===== config.mk =====
export PLATFORM = sky130hd
export DESIGN_NAME = gray_to_binary_tracker
export DESIGN_NICKNAME = d
export VERILOG_FILES = /design/src/rtl/gray_to_binary_tracker.sv
export SDC_FILE = /design/constraint.sdc
export NUM_CORES = 1
export LEC_CHECK = 0
export ABC_AREA = 1
export CORE_MARGIN = 4
export CORE_UTILIZATION = 48
export CTS_CLUSTER_DIAMETER = 80
export DETAILED_ROUTE_END_ITERATION = 8
export PLACE_DENSITY = 0.75
export RECOVER_POWER = 50
export SETUP_SLACK_MARGIN = 0.5
export SLEW_MARGIN = 20
export SYNTH_ARGS = -nofsm -noshare
export SYNTH_HDL_FRONTEND = slang
export SYNTH_SLANG_ARGS = --single-unit

===== constraint.sdc =====
create_clock -name clk -period 2.6 [get_ports clk]
set_clock_uncertainty 0.15 [all_clocks]
set_input_delay 0.39 -clock clk [delete_from_list [all_inputs] [get_ports clk]]
set_output_delay 0.39 -clock clk [all_outputs]
set_load 0.05 [all_outputs]

===== src/rtl/gray_to_binary_tracker.sv =====
// gray_to_binary_tracker: synchronizes a Gray-coded bus, converts it to binary and tracks single steps
//   clk, rst    : rising-edge clock, synchronous active-high reset
//   en          : tracking enable; low drops back to acquisition
//   gray_in     : asynchronous WIDTH-bit Gray input
//   clr_err     : clears the sticky illegal-jump flag
//   bin_out     : registered binary reference, bin_valid marks an acquired sample
//   step_up/dn  : one-cycle pulses on a +1/-1 step (mod 2^WIDTH)
//   err         : sticky illegal-transition flag
//   pos         : wrapping two's-complement step count
module gray_to_binary_tracker #(
   parameter int WIDTH = 3,
   parameter int POS_W = 8
) (
   input  logic             clk,
   input  logic             rst,
   input  logic             en,
   input  logic [WIDTH-1:0] gray_in,
   input  logic             clr_err,
   output logic [WIDTH-1:0] bin_out,
   output logic             bin_valid,
   output logic             step_up,
   output logic             step_dn,
   output logic             err,
   output logic [POS_W-1:0] pos
);
   typedef enum logic [1:0] {INIT, TRACK, FAULT} state_t;
   state_t state;
   logic [WIDTH-1:0] sync0, sync1, cur, up_ref, dn_ref;
   logic [1:0] fill;
   // each binary bit is the XOR of all Gray bits at or above it
   for (genvar k = 0; k < WIDTH; k++) begin : g_conv
      assign cur[k] = ^sync1[WIDTH-1:k];
   end
   assign up_ref = bin_out + WIDTH'(1);
   assign dn_ref = bin_out - WIDTH'(1);
   always_ff @(posedge clk) begin
      if (rst) begin
         sync0     <= '0;
         sync1     <= '0;
         bin_out   <= '0;
         bin_valid <= 1'b0;
         step_up   <= 1'b0;
         step_dn   <= 1'b0;
         err       <= 1'b0;
         pos       <= '0;
         fill      <= '0;
         state     <= INIT;
      end else begin
         sync0   <= gray_in;
         sync1   <= sync0;
         // after reset, hold off acquisition until the synchronizer carries real input
         fill    <= fill + 2'(fill != 2'd2);
         step_up <= 1'b0;
         step_dn <= 1'b0;
         if (clr_err) err <= 1'b0;
         if (!en) begin
            state     <= INIT;
            bin_valid <= 1'b0;
         end else begin
            case (state)
               INIT: if (fill == 2'd2) begin
                  bin_out   <= cur;
                  bin_valid <= 1'b1;
                  state     <= TRACK;
               end
               TRACK: if (cur == up_ref) begin
                  bin_out <= cur;
                  step_up <= 1'b1;
                  pos     <= pos + POS_W'(1);
               end else if (cur == dn_ref) begin
                  bin_out <= cur;
                  step_dn <= 1'b1;
                  pos     <= pos - POS_W'(1);
               end else if (cur != bin_out) begin
                  bin_out <= cur;
                  err     <= 1'b1;
                  state   <= FAULT;
               end
               FAULT: begin
                  bin_out <= cur;
                  if (clr_err) state <= TRACK;
               end
               default: state <= INIT;
            endcase
         end
      end
   end
endmodule


Yosys cells after proc, flatten, opt, wreduce, memory -nomap -nowiden
Cells that the tools add are included.

storage, ports and cells
  flip-flop bits (word level) = 25
  bits of input ports = 7
  output and inout port bits = 15
  word-level logic and storage cells = 63

operators by class
  $add $sub $neg = 5
  equal/unequal tests = 13
  mux-type cells = 21
  bitwise logic cells = 2
  reductions and logical operators = 12

operator list
  cell                                                  number
  two-way mux 8 bit                                     2
  two-way mux 3 bit                                     4
  inequality test 2 bit (second input constant)         6
  two-way mux 2 bit                                     5
  case mux 3 bit (3 select lines)                       1
  adder 8 x 1 -> 8 bit (second input constant)          1
  two-way mux 1 bit                                     8
  subtractor 8 x 1 -> 8 bit (second input constant)     1
  equality test 3 bit                                   2
  case mux 2 bit (3 select lines)                       1
  AND reduction 5 bit                                   1
  equality test 2 bit (second input constant)           2
  inequality test 4 bit (second input constant)         1
  AND reduction 4 bit                                   1
  OR reduction 4 bit                                    1
  adder 3 x 1 -> 3 bit (second input constant)          1
  inequality test 3 bit                                 1
  AND reduction 3 bit                                   1
  nonzero test 3 bit                                    1
  OR reduction 3 bit                                    1
  parity 3 bit                                          1
  subtractor 3 x 1 -> 3 bit (second input constant)     1
  adder 2 x 1 -> 2 bit                                  1
  equality test 2 x 1 -> 1 bit (second input constant)  1
  6 further kinds                                       7

Logic depth before layout (Yosys ltp)
Gate-level depths: netlist of run 1.

  depth in word-level cells = 7
  mapped depth = 20
  gate-level depth less buffers = 20

Least setup slack after synthesis of run 1
Ideal clock, no wire load.

  path type = flip-flop to flip-flop
  from = register bin_out[0]
  to = register pos[7]
  setup time = 0.117 ns
  arrival time = 2.738 ns
  required time = 2.333 ns
  setup slack = -0.405 ns
  stages on the path, launching flop included = 19
  buffers on the path = 0
  clock period less this slack = 3.005 ns
  path through = dfxtp_1 inv_1 ha_1 inv_1 nand3_1 nand2_1 nor2_4 nand2_2 ha_1 a21oi_1 nand2_1 a21oi_1 inv_1 nand2_1 nand2_1 inv_2 nand3_1 nand2_1 nor2_1

on the way
  longest elaborated chain between the ends = 4
  elaborated cells between the ends (all ways) = 7
  classes of those cells = add/sub: 2; eq/ne: 2; mux: 1; reduce/logical: 2

ends and longest elaborated chain
  element                                                            RTL line  source
  start, declared                                                    19        output logic [WIDTH-1:0] bin_out,
  start signal, assigned                                             62        bin_out <= cur;
  start signal, assigned                                             67        bin_out <= cur;
  start signal, assigned                                             71        bin_out <= cur;
  adder 3 x 1 -> 3 bit or subtractor 3 x 1 -> 3 bit (tied branches)  34, 35
  equality test 3 bit (on tied branches)                             66, 70
  nonzero test 2 bit (no source line)                                --
  AND reduction 3 bit (no source line)                               --
  end signal, assigned                                               69        pos <= pos + POS_W'(1);
  end signal, assigned                                               73        pos <= pos - POS_W'(1);
  end, declared                                                      24        output logic [POS_W-1:0] pos

Several ways; a longest one is shown, not always the timed one.
A chain may end at the register's enable or synchronous reset.

Worst setup path after layout of run 1
Ends and elaborated chain as after synthesis.

==> flow_summary.ini, run 1 <==
[setup_path]
startpoint_type = register
crit_top_cell = nand2_1
cp_slowest_cell = dfxtp_4
cp_data_required_time_ns = 2.67
critPathTopFamily = simple AND/OR/NAND/NOR gates
arrival_ns = 2.55
crit_path_end_kind = register
path_class = reg -> reg
worstPathCellList = inv_4, ha_4, inv_2, nand3_2, nand2_2, nor2_4, nand2_8, ha_4, nand2_2, nand2_2, nand2_1, nand2_1, a21oi_2, inv_1, nand2_1, nand2_1, inv_2, nand3_2, nand2_1, nor2_1
critical_path_buf_inv_count = 4
path_max_fanout = 5
slowest_delay_ns = 0.40

[route]
wl_met2_um = 1610
routedWlPerCell_um = 11.6
maxUsedRoutingLayer = met4
post-route-drc-count = 0
vias = 1403
dr.pass1.iters = 4
wl_met1_um = 1440
final_antenna_net_count = 0
drt_wl_total_um = 3240
met3_wirelength_um = 126
drtIter0Drc = 50
viasPerCell = 5.05

[clocking]
cts_buffer_depth = 2
cts.clk_slew.worst_paths_ns = 0.14
insertion_delay_ns = 0.31
htree_levels = 1
cts_root_buf = clkbuf_4
cts_tree = built
cts_sinks = 25
cts_made_buffers = 3

[die]
die_y_um = 63.3
dieWidth_um = 63.3
die_area_um2 = 4010
core_um2 = 2830
io_pins = 22
rows = 19
start_util_pct = 51.9

[placement]
routabilityCongestion = 0.901
pre_cts_slack_ns = 0.0878
dp_hpwl_um = 2400
port_buffers = 21

[synthesis]
synth_nets = 226
synth-seq-area-share_pct = 34.1
synth.avg_cell_area_um2 = 7.06
dominantRegCellSynth = dfxtp_1
ys_ff_latch = 25
yosysTopAreaCellShare_pct = 34.1
synth_cell_type_count = 26
synth_edf_count = 0
netlist_instances = 208
synth_area_um2 = 1470
yosys.area.top_type = dfxtp_1
yosysWarningCount = 0
synthArstFlopShare_pct = 0
synth_area_leaders = dfxtp_1, nand2_1, ha_1, inv_1, nor2_1

[final_layout]
area_growth_pct = 35.7
drive_gt1_share_pct = 25.5
layout_common_cells = nand2_1, nor2_1, inv_1, dfxtp_1, buf_4
regArea_um2 = 512
multi_input_area_um2 = 991
nets = 266
diodes = 0
final_common_cell = nand2_1
fin_util_pct = 70.4
fillCellCount = 228

[grt]
grt_pass1_wl_um = 5440
grt_usage_pct = 16.3
antenna_found_initial = 0
first_global_vias = 1336
grt_max_degree = 15
globalRoute.totalOverflow = 0

[timing]
worst_pin_slew_ns = 0.598
min_period_ns = 2.47
whs_ns = 0.259
timing.fmax_mhz = 405
setup_slack_ns = 0.128
period_share_pct = 95.1
setup_viol = 0
grt_setup_unrepaired = true
slew_headroom_pct = 60.3
hold_viol_final = 0
drv_slew = 0
setup_tns_ns = 0

[run_status]
status = complete, no violations

[power_and_ir_drop]
p_per_area_nw_per_um2 = 513
peakVddDrop_mv = 0.421
p_leak_nw = 0.944

[worst_hold_path]
hold_class = reg -> reg

[run]
cap_violations = 0
## per-stage QoR
| step | total power, mW | instance area (um2) | cells |
|---|---|---|---|
| after floorplan | 0.712 | 1590 | 208 |
| after global placement | 0.779 | 1850 | 261 |
| after detailed placement | 0.793 | 1850 | 261 |
| after CTS | 1.01 | 1950 | 273 |
| after global routing | 1.10 | 1990 | 278 |
| final | 1.02 | 1990 | 278 |
## layer usage
layer,vias up,GRT usage (%)
met3,6,2.66
met1,626,20.0
li1,732,-
met4,0,3.23
met2,39,29.9
met5,-,0
## cells by family after synthesis
kind of cell               after synthesis  synth area share, %
buffers and inverters                   34                 8.70
xor gates and xnor gates                 5                 2.98
AOI/OAI and AO/OA                       27                 10.6
DFF                                     25                 34.1
and+or+nand+nor                        106                 33.8
adders and majority gates               11                 9.89
## power by group
group,leakage [nW],total (mW),internal (mW),switching [mW]
registers,0.206,0.422,0.405,0.0175
clock network,0.0177,0.175,0.0575,0.118
logic,0.720,0.424,0.177,0.247
## worst reg2reg max path, delay by kind of cell (launching register included)
| kind | cells | cell delay, ns |
|---|---|---|
| AND/OR/NAND/NOR | 13 | 0.96 |
| adder cells (fa/ha/maj) | 2 | 0.55 |
| flip-flops | 1 | 0.40 |
| buffers and inverters | 4 | 0.20 |
| AO/OA/AOI/OAI | 1 | 0.12 |
## synthesized netlist by cell type, types with 3 or more instances
cell type	number
o21ai_1	7
nand2_1	45
a21oi_1	15
xor2_1	3
inv_1	31
dfxtp_1	25
nor2_1	31
nand2_2	6
nand3_1	14
ha_1	10
## registers in the layout, indices dropped and copies added, names as in the netlist
| name | cells |
|---|---|
| bin_out | 3 |
| bin_valid | 1 |
| err | 1 |
| fill | 2 |
| pos | 8 |
| state | 2 |
| step_dn | 1 |
| step_up | 1 |
| sync0 | 3 |
| sync1 | 3 |
## cell type report
type                       instances  area share [%]
timing repair buffer              35            14.8
clock inverter                     1           0.251
clock buffer                       3            1.13
tap                               31            1.95
multi-input combinational        150            49.7
inverter                          33            6.47
sequential                        25            25.7
## what timing repair did
action,in CTS,in global routing
endpoints found under the setup margin,14,9
hold buffers,0,0
cloned,1,0
gates resized for setup,12,9
setup buffers,7,5
pin swaps,5,6
## final timing paths
check                   from        to  slack, ns  cells after the start
setup / recovery  bin_out[0]    pos[7]       0.13                     20
hold / removal      sync0[2]  sync1[2]       0.26                      2
setup reg to reg  bin_out[0]    pos[7]       0.13                     20
hold reg to reg     sync0[2]  sync1[2]       0.26                      2
(Power assumes the default switching activity.)
==> run 2: changes to the inputs <==
Settings changed: CORE_UTILIZATION 48 to 28, PLACE_DENSITY 0.75 to not set, TNS_END_PERCENT set to 10.
==> run 2 against run 1 <==
  * Final area increased by 1.8%
  * Clock power increased by 45%
  * Cell count increased by 13%
  * Largest power group is now sequential cells
  * Die area increased by 61%
  * Sequential cell count unchanged
  * Critical path depth decreased by 2
  * Critical endpoint unchanged
  * Global-route usage decreased by 5.9 points
  * Register-to-register slack about the same
  * Setup slack improved by 0.015 ns
  * Non-clock buffer count decreased by 4
==> flow_summary.ini, run 2 (synthesis results as in run 1) <==
[die]
die_area_um2 = 6460
dieWidth_um = 80.4
die_y_um = 80.4
io_pins = 22
rows = 26
core_um2 = 5110
start_util_pct = 28.7

[setup_path]
startpoint_type = register
worst-r2r-setup-slack_ns = 0.14
worstPathCellList = inv_4, ha_4, inv_2, nand3_2, nand2_2, nor2_4, nand2_8, ha_4, a21oi_2, nand2_2, a21oi_2, inv_1, nand2_1, nand2_1, inv_2, nand3_2, nand2_2, nor2_1
critPathTopFamily = simple AND/OR/NAND/NOR gates
critical_path_buf_inv_count = 4
path_class = reg -> reg
reg2reg_to = pos[7]
cp_slowest_cell = dfxtp_4
arrival_ns = 2.49
timing.rr.start = bin_out[1]
r2r_cells = 18
cp_data_required_time_ns = 2.64
crit_path_end_kind = register
crit_top_cell = nand2_2
slowest_delay_ns = 0.39
path_max_fanout = 5

[timing]
worst_pin_slew_ns = 0.628
setup_viol = 0
hold_viol_final = 0
setup_slack_ns = 0.143
period_share_pct = 94.5
drv_slew = 0
grt_setup_unrepaired = true
min_period_ns = 2.46
timing.fmax_mhz = 407
slew_headroom_pct = 58.3

[clocking]
cts_sinks = 25
insertion_delay_ns = 0.28
hold_buffers = 0
cts_buffer_depth = 2
cts_root_buf = clkbuf_8
cts.clk_slew.worst_paths_ns = 0.10
cts_made_buffers = 3
htree_levels = 1
cts_tree = built

[final_layout]
largest_register_ffs = 8
top_register = pos
diodes = 0
layout_common_cells = nand2_1, nor2_1, inv_1, dfxtp_1, clkdlybuf4s50_1
fin_util_pct = 39.7
area_growth_pct = 38.1
final_common_cell = nand2_1
drive_gt1_share_pct = 25.9
nets = 262

[route]
vias = 1326
routedWlPerCell_um = 10.2
drt_wl_total_um = 3180
final_antenna_net_count = 0
drtIter0Drc = 45
post-route-drc-count = 0
viasPerCell = 4.24
dr.pass1.iters = 4

[placement]
dp_hpwl_um = 2370
port_buffers = 21
routabilityCongestion = 0.856
pre_cts_slack_ns = 0.123

[grt]
antenna_found_initial = 0
globalRoute.totalOverflow = 0
first_global_vias = 1267
grt_max_degree = 17
grt_pass1_wl_um = 5440
grt_usage_pct = 10.5

[power_and_ir_drop]
p_per_area_nw_per_um2 = 534
peakVddDrop_mv = 0.307
p_leak_nw = 0.903
swShare_pct = 36.9
power_frac_seq_pct = 38.9
switchingPower_mw = 0.399
pwr-share-comb_pct = 37.6
p_int_mw = 0.683
p_clk_share_pct = 23.5

[worst_hold_path]
hold_class = reg -> reg
holdPathStages = 2
min_to = sync1[2]
min-delay-start = sync0[2]

[run_status]
status = complete, no violations

[run]
cap_violations = 0
## run 2: layer usage
| layer | track usage, % | wire length (um) |
|---|---|---|
| met5 | 0 | 0 |
| met4 | 2.03 | 28 |
| met3 | 2.47 | 94 |
| met2 | 17.9 | 1440 |
| met1 | 13.4 | 1620 |
## run 2: how the worst max path moves through the flow
stage	cells after the start	from	slack, ns	endpoint
3_3_place_gp	16	bin_out[0]	0.15	pos[7]
6_report	18	bin_out[1]	0.14	pos[7]
2_1_floorplan	18	bin_out[0]	0.09	pos[7]
3_5_place_dp	18	bin_out[0]	0.12	pos[7]
5_1_grt	20	bin_out[1]	-0.02	pos[7]
4_1_cts	18	bin_out[0]	0.18	pos[7]
## run 2: worst reg2reg max path: stages (launching register included)
cell and delay, ns:
dfxtp_4 0.39, inv_4 0.05, ha_4 0.27, inv_2 0.04
nand3_2 0.06, nand2_2 0.06, nor2_4 0.21, nand2_8 0.12
ha_4 0.26, a21oi_2 0.14, nand2_2 0.09, a21oi_2 0.15
inv_1 0.05, nand2_1 0.06, nand2_1 0.05, inv_2 0.06
nand3_2 0.06, nand2_2 0.06, nor2_1 0.04
## run 2: power by group through the flow
stage	Combinational [mW]	Clock [mW]	Sequential (mW)
after CTS	0.392	0.269	0.422
final	0.407	0.254	0.421
after detailed placement	0.362	0	0.432
after floorplan	0.254	0	0.458
after global placement	0.356	0	0.431
after global routing	0.453	0.281	0.425
## run 2: layout make-up
class	count	area (um2)
Clock buffer	3	41.3
Clock inverter	1	8.76
Fill cell	558	3080
Inverter	33	129
Multi-Input combinational cell	150	1000
Sequential cell	25	509
Tap cell	70	87.6
Timing Repair Buffer	31	249
## run 2: per-stage QoR
step / total power [mW] / instances / hold slack, ns / cell area, um2 / setup TNS, ns
floorplan: 0.712 / 208 / 0.238 / 1590 / 0
global placement: 0.788 / 300 / 0.239 / 1890 / 0
detailed placement: 0.794 / 300 / 0.245 / 1890 / 0
CTS: 1.08 / 309 / 0.253 / 2010 / 0
global route: 1.16 / 313 / 0.263 / 2030 / -0.0212
finish: 1.08 / 313 / 0.248 / 2030 / 0
## run 2: repair_timing
item / in CTS / in global routing
pin swaps: 6 / 20
setup endpoints to repair: 8 / 14
gates cloned: 1 / 0
buffers inserted: 4 / 4
gates resized for setup: 6 / 15
==> run 3: changes to the inputs <==
Settings changed: CORE_MARGIN 4 to 10.
==> run 3 against run 2 <==
  * Sequential share of layout area up 0.093 points
  * Setup slack better by 0.056 ns
  * Critical path depth down 2
  * Routed wire length down 0.75%
  * Maximum frequency up 2.3%
==> flow_summary.ini, run 3 (synthesis results as in run 1) <==
[route]
drtIter0Drc = 72
dr.pass1.iters = 4
viasPerCell = 4.21
final_antenna_net_count = 0
post-route-drc-count = 0
drt_wl_total_um = 3160
routedWlPerCell_um = 10.1
vias = 1318

[clocking]
insertion_delay_ns = 0.27
cts_made_buffers = 3
cts_root_buf = clkbuf_8
hold_buffers = 0
cts.clk_slew.worst_paths_ns = 0.10
cts_sinks = 25
cts_tree = built
cts_buffer_depth = 2
htree_levels = 1

[grt]
use_met2_pct = 11.8
grt_pass1_wl_um = 5690
use_met3_pct = 1.61
grt_usage_pct = 7.82
first_global_vias = 1266
top_usage_layer = met2
globalRoute.totalOverflow = 0
use_met1_pct = 10.6
antenna_found_initial = 0
grt_max_degree = 16

[timing]
slew_headroom_pct = 54.3
setup_slack_ns = 0.199
timing.fmax_mhz = 417
worst_pin_slew_ns = 0.679
grt_setup_unrepaired = true
min_period_ns = 2.40
hold_viol_final = 0
drv_slew = 0
setup_viol = 0
period_share_pct = 92.3
setup_tns_ns = 0

[power_and_ir_drop]
p_leak_nw = 0.907
peakVddDrop_mv = 0.221
p_per_area_nw_per_um2 = 523

[setup_path]
worstPathCellList = inv_4, ha_4, inv_2, nand3_2, nand2_2, nor2_4, nand2_8, fa_2, nand3_2, nand2_2, nand2_1, nand2_1, a21oi_2, xnor2_1, nor2_1, nor2_1
cp_num_cells = 16
r2r_cells = 16
cp_data_required_time_ns = 2.67
critical_path_buf_inv_count = 2
path_max_fanout = 8
critPathTopFamily = simple AND/OR/NAND/NOR gates
path_class = reg -> reg
slowest_delay_ns = 0.39
crit_path_end_kind = register
startpoint_type = register
cp_slowest_cell = dfxtp_4
arrival_ns = 2.47

[die]
die_y_um = 92.4
dieWidth_um = 92.4
rows = 26
die_area_um2 = 8540
io_pins = 22
start_util_pct = 28.7
core_um2 = 5110

[placement]
pre_cts_slack_ns = 0.138
dp_hpwl_um = 2490
port_buffers = 21
routabilityCongestion = 0.804
place_inst = 300

[final_layout]
area_growth_pct = 37.9
layout_common_cells = nand2_1, nor2_1, inv_1, dfxtp_1, clkdlybuf4s50_1
diodes = 0
largest_register_ffs = 8
top_register = pos
nets = 262
final_common_cell = nand2_1
drive_gt1_share_pct = 23.0
finalNonFillerCells = 313

[run]
cap_violations = 0

[worst_hold_path]
hold_class = reg -> reg
holdPathStages = 2

[run_status]
status = complete, no violations
-- run 3: cell types whose count changed in the layout (fill, tap and decap cells not counted), sizes merged --
cell	before	now
dlygate4sd3	1	5
buf	11	10
nand2	54	53
clkbuf	9	4
clkdlybuf4s50	13	16
inv	34	33
clkinvlp	0	1
-- run 3: path summary, 6_finish.rpt --
path | start | endpoint | slack, ns
hold reg to reg | sync0[1] | sync1[1] | 0.25
hold / removal | sync0[1] | sync1[1] | 0.25
setup reg to reg | bin_out[0] | pos[6] | 0.20
setup / recovery | bin_out[0] | pos[6] | 0.20
-- run 3: repair_timing --
| item | CTS | global route |
|---|---|---|
| pin swaps | 4 | 11 |
| endpoints found under the setup margin | 9 | 13 |
| gates resized for setup | 3 | 6 |
| buffers inserted | 4 | 5 |
-- run 3: per-layer routing --
metal / share of wire [%] / routed length, um
met4: 1.8 / 56
met5: 0 / 0
met3: 3.0 / 95
met2: 44 / 1400
met1: 51 / 1600
-- run 3: through the flow --
stage | area, um2 | hold WS [ns] | util [%] | power, mW
3_3_place_gp | 1890 | 0.240 | 37.1 | 0.788
3_5_place_dp | 1890 | 0.244 | 37.1 | 0.794
4_1_cts | 1990 | 0.259 | 38.9 | 1.07
6_report | 2020 | 0.248 | 39.6 | 1.06
5_1_grt | 2020 | 0.279 | 39.6 | 1.13
2_1_floorplan | 1590 | 0.238 | - | 0.712
-- run 3: cell type report --
class | count | area [um2]
clock buffers | 3 | 41.3
multi-input cells | 149 | 960
repair buffers | 32 | 289
flip-flops and latches | 25 | 510
well taps | 70 | 87.6
fillers | 536 | 3080
clock inverters | 1 | 7.51
inverters | 33 | 129
-- run 3: power by group --
group / internal, mW / total, mW / switching [mW]
sequential: 0.404 / 0.421 / 0.0165
clock: 0.109 / 0.245 / 0.136
combinational: 0.169 / 0.393 / 0.224
total: 0.682 / 1.06 / 0.377
-- run 3: worst min-delay path, delay by kind of cell (launching register included) --
family | cells | cell delay, ns
simple gates | 1 | 0.03
flops | 1 | 0.31
buf+inv | 1 | 0.04
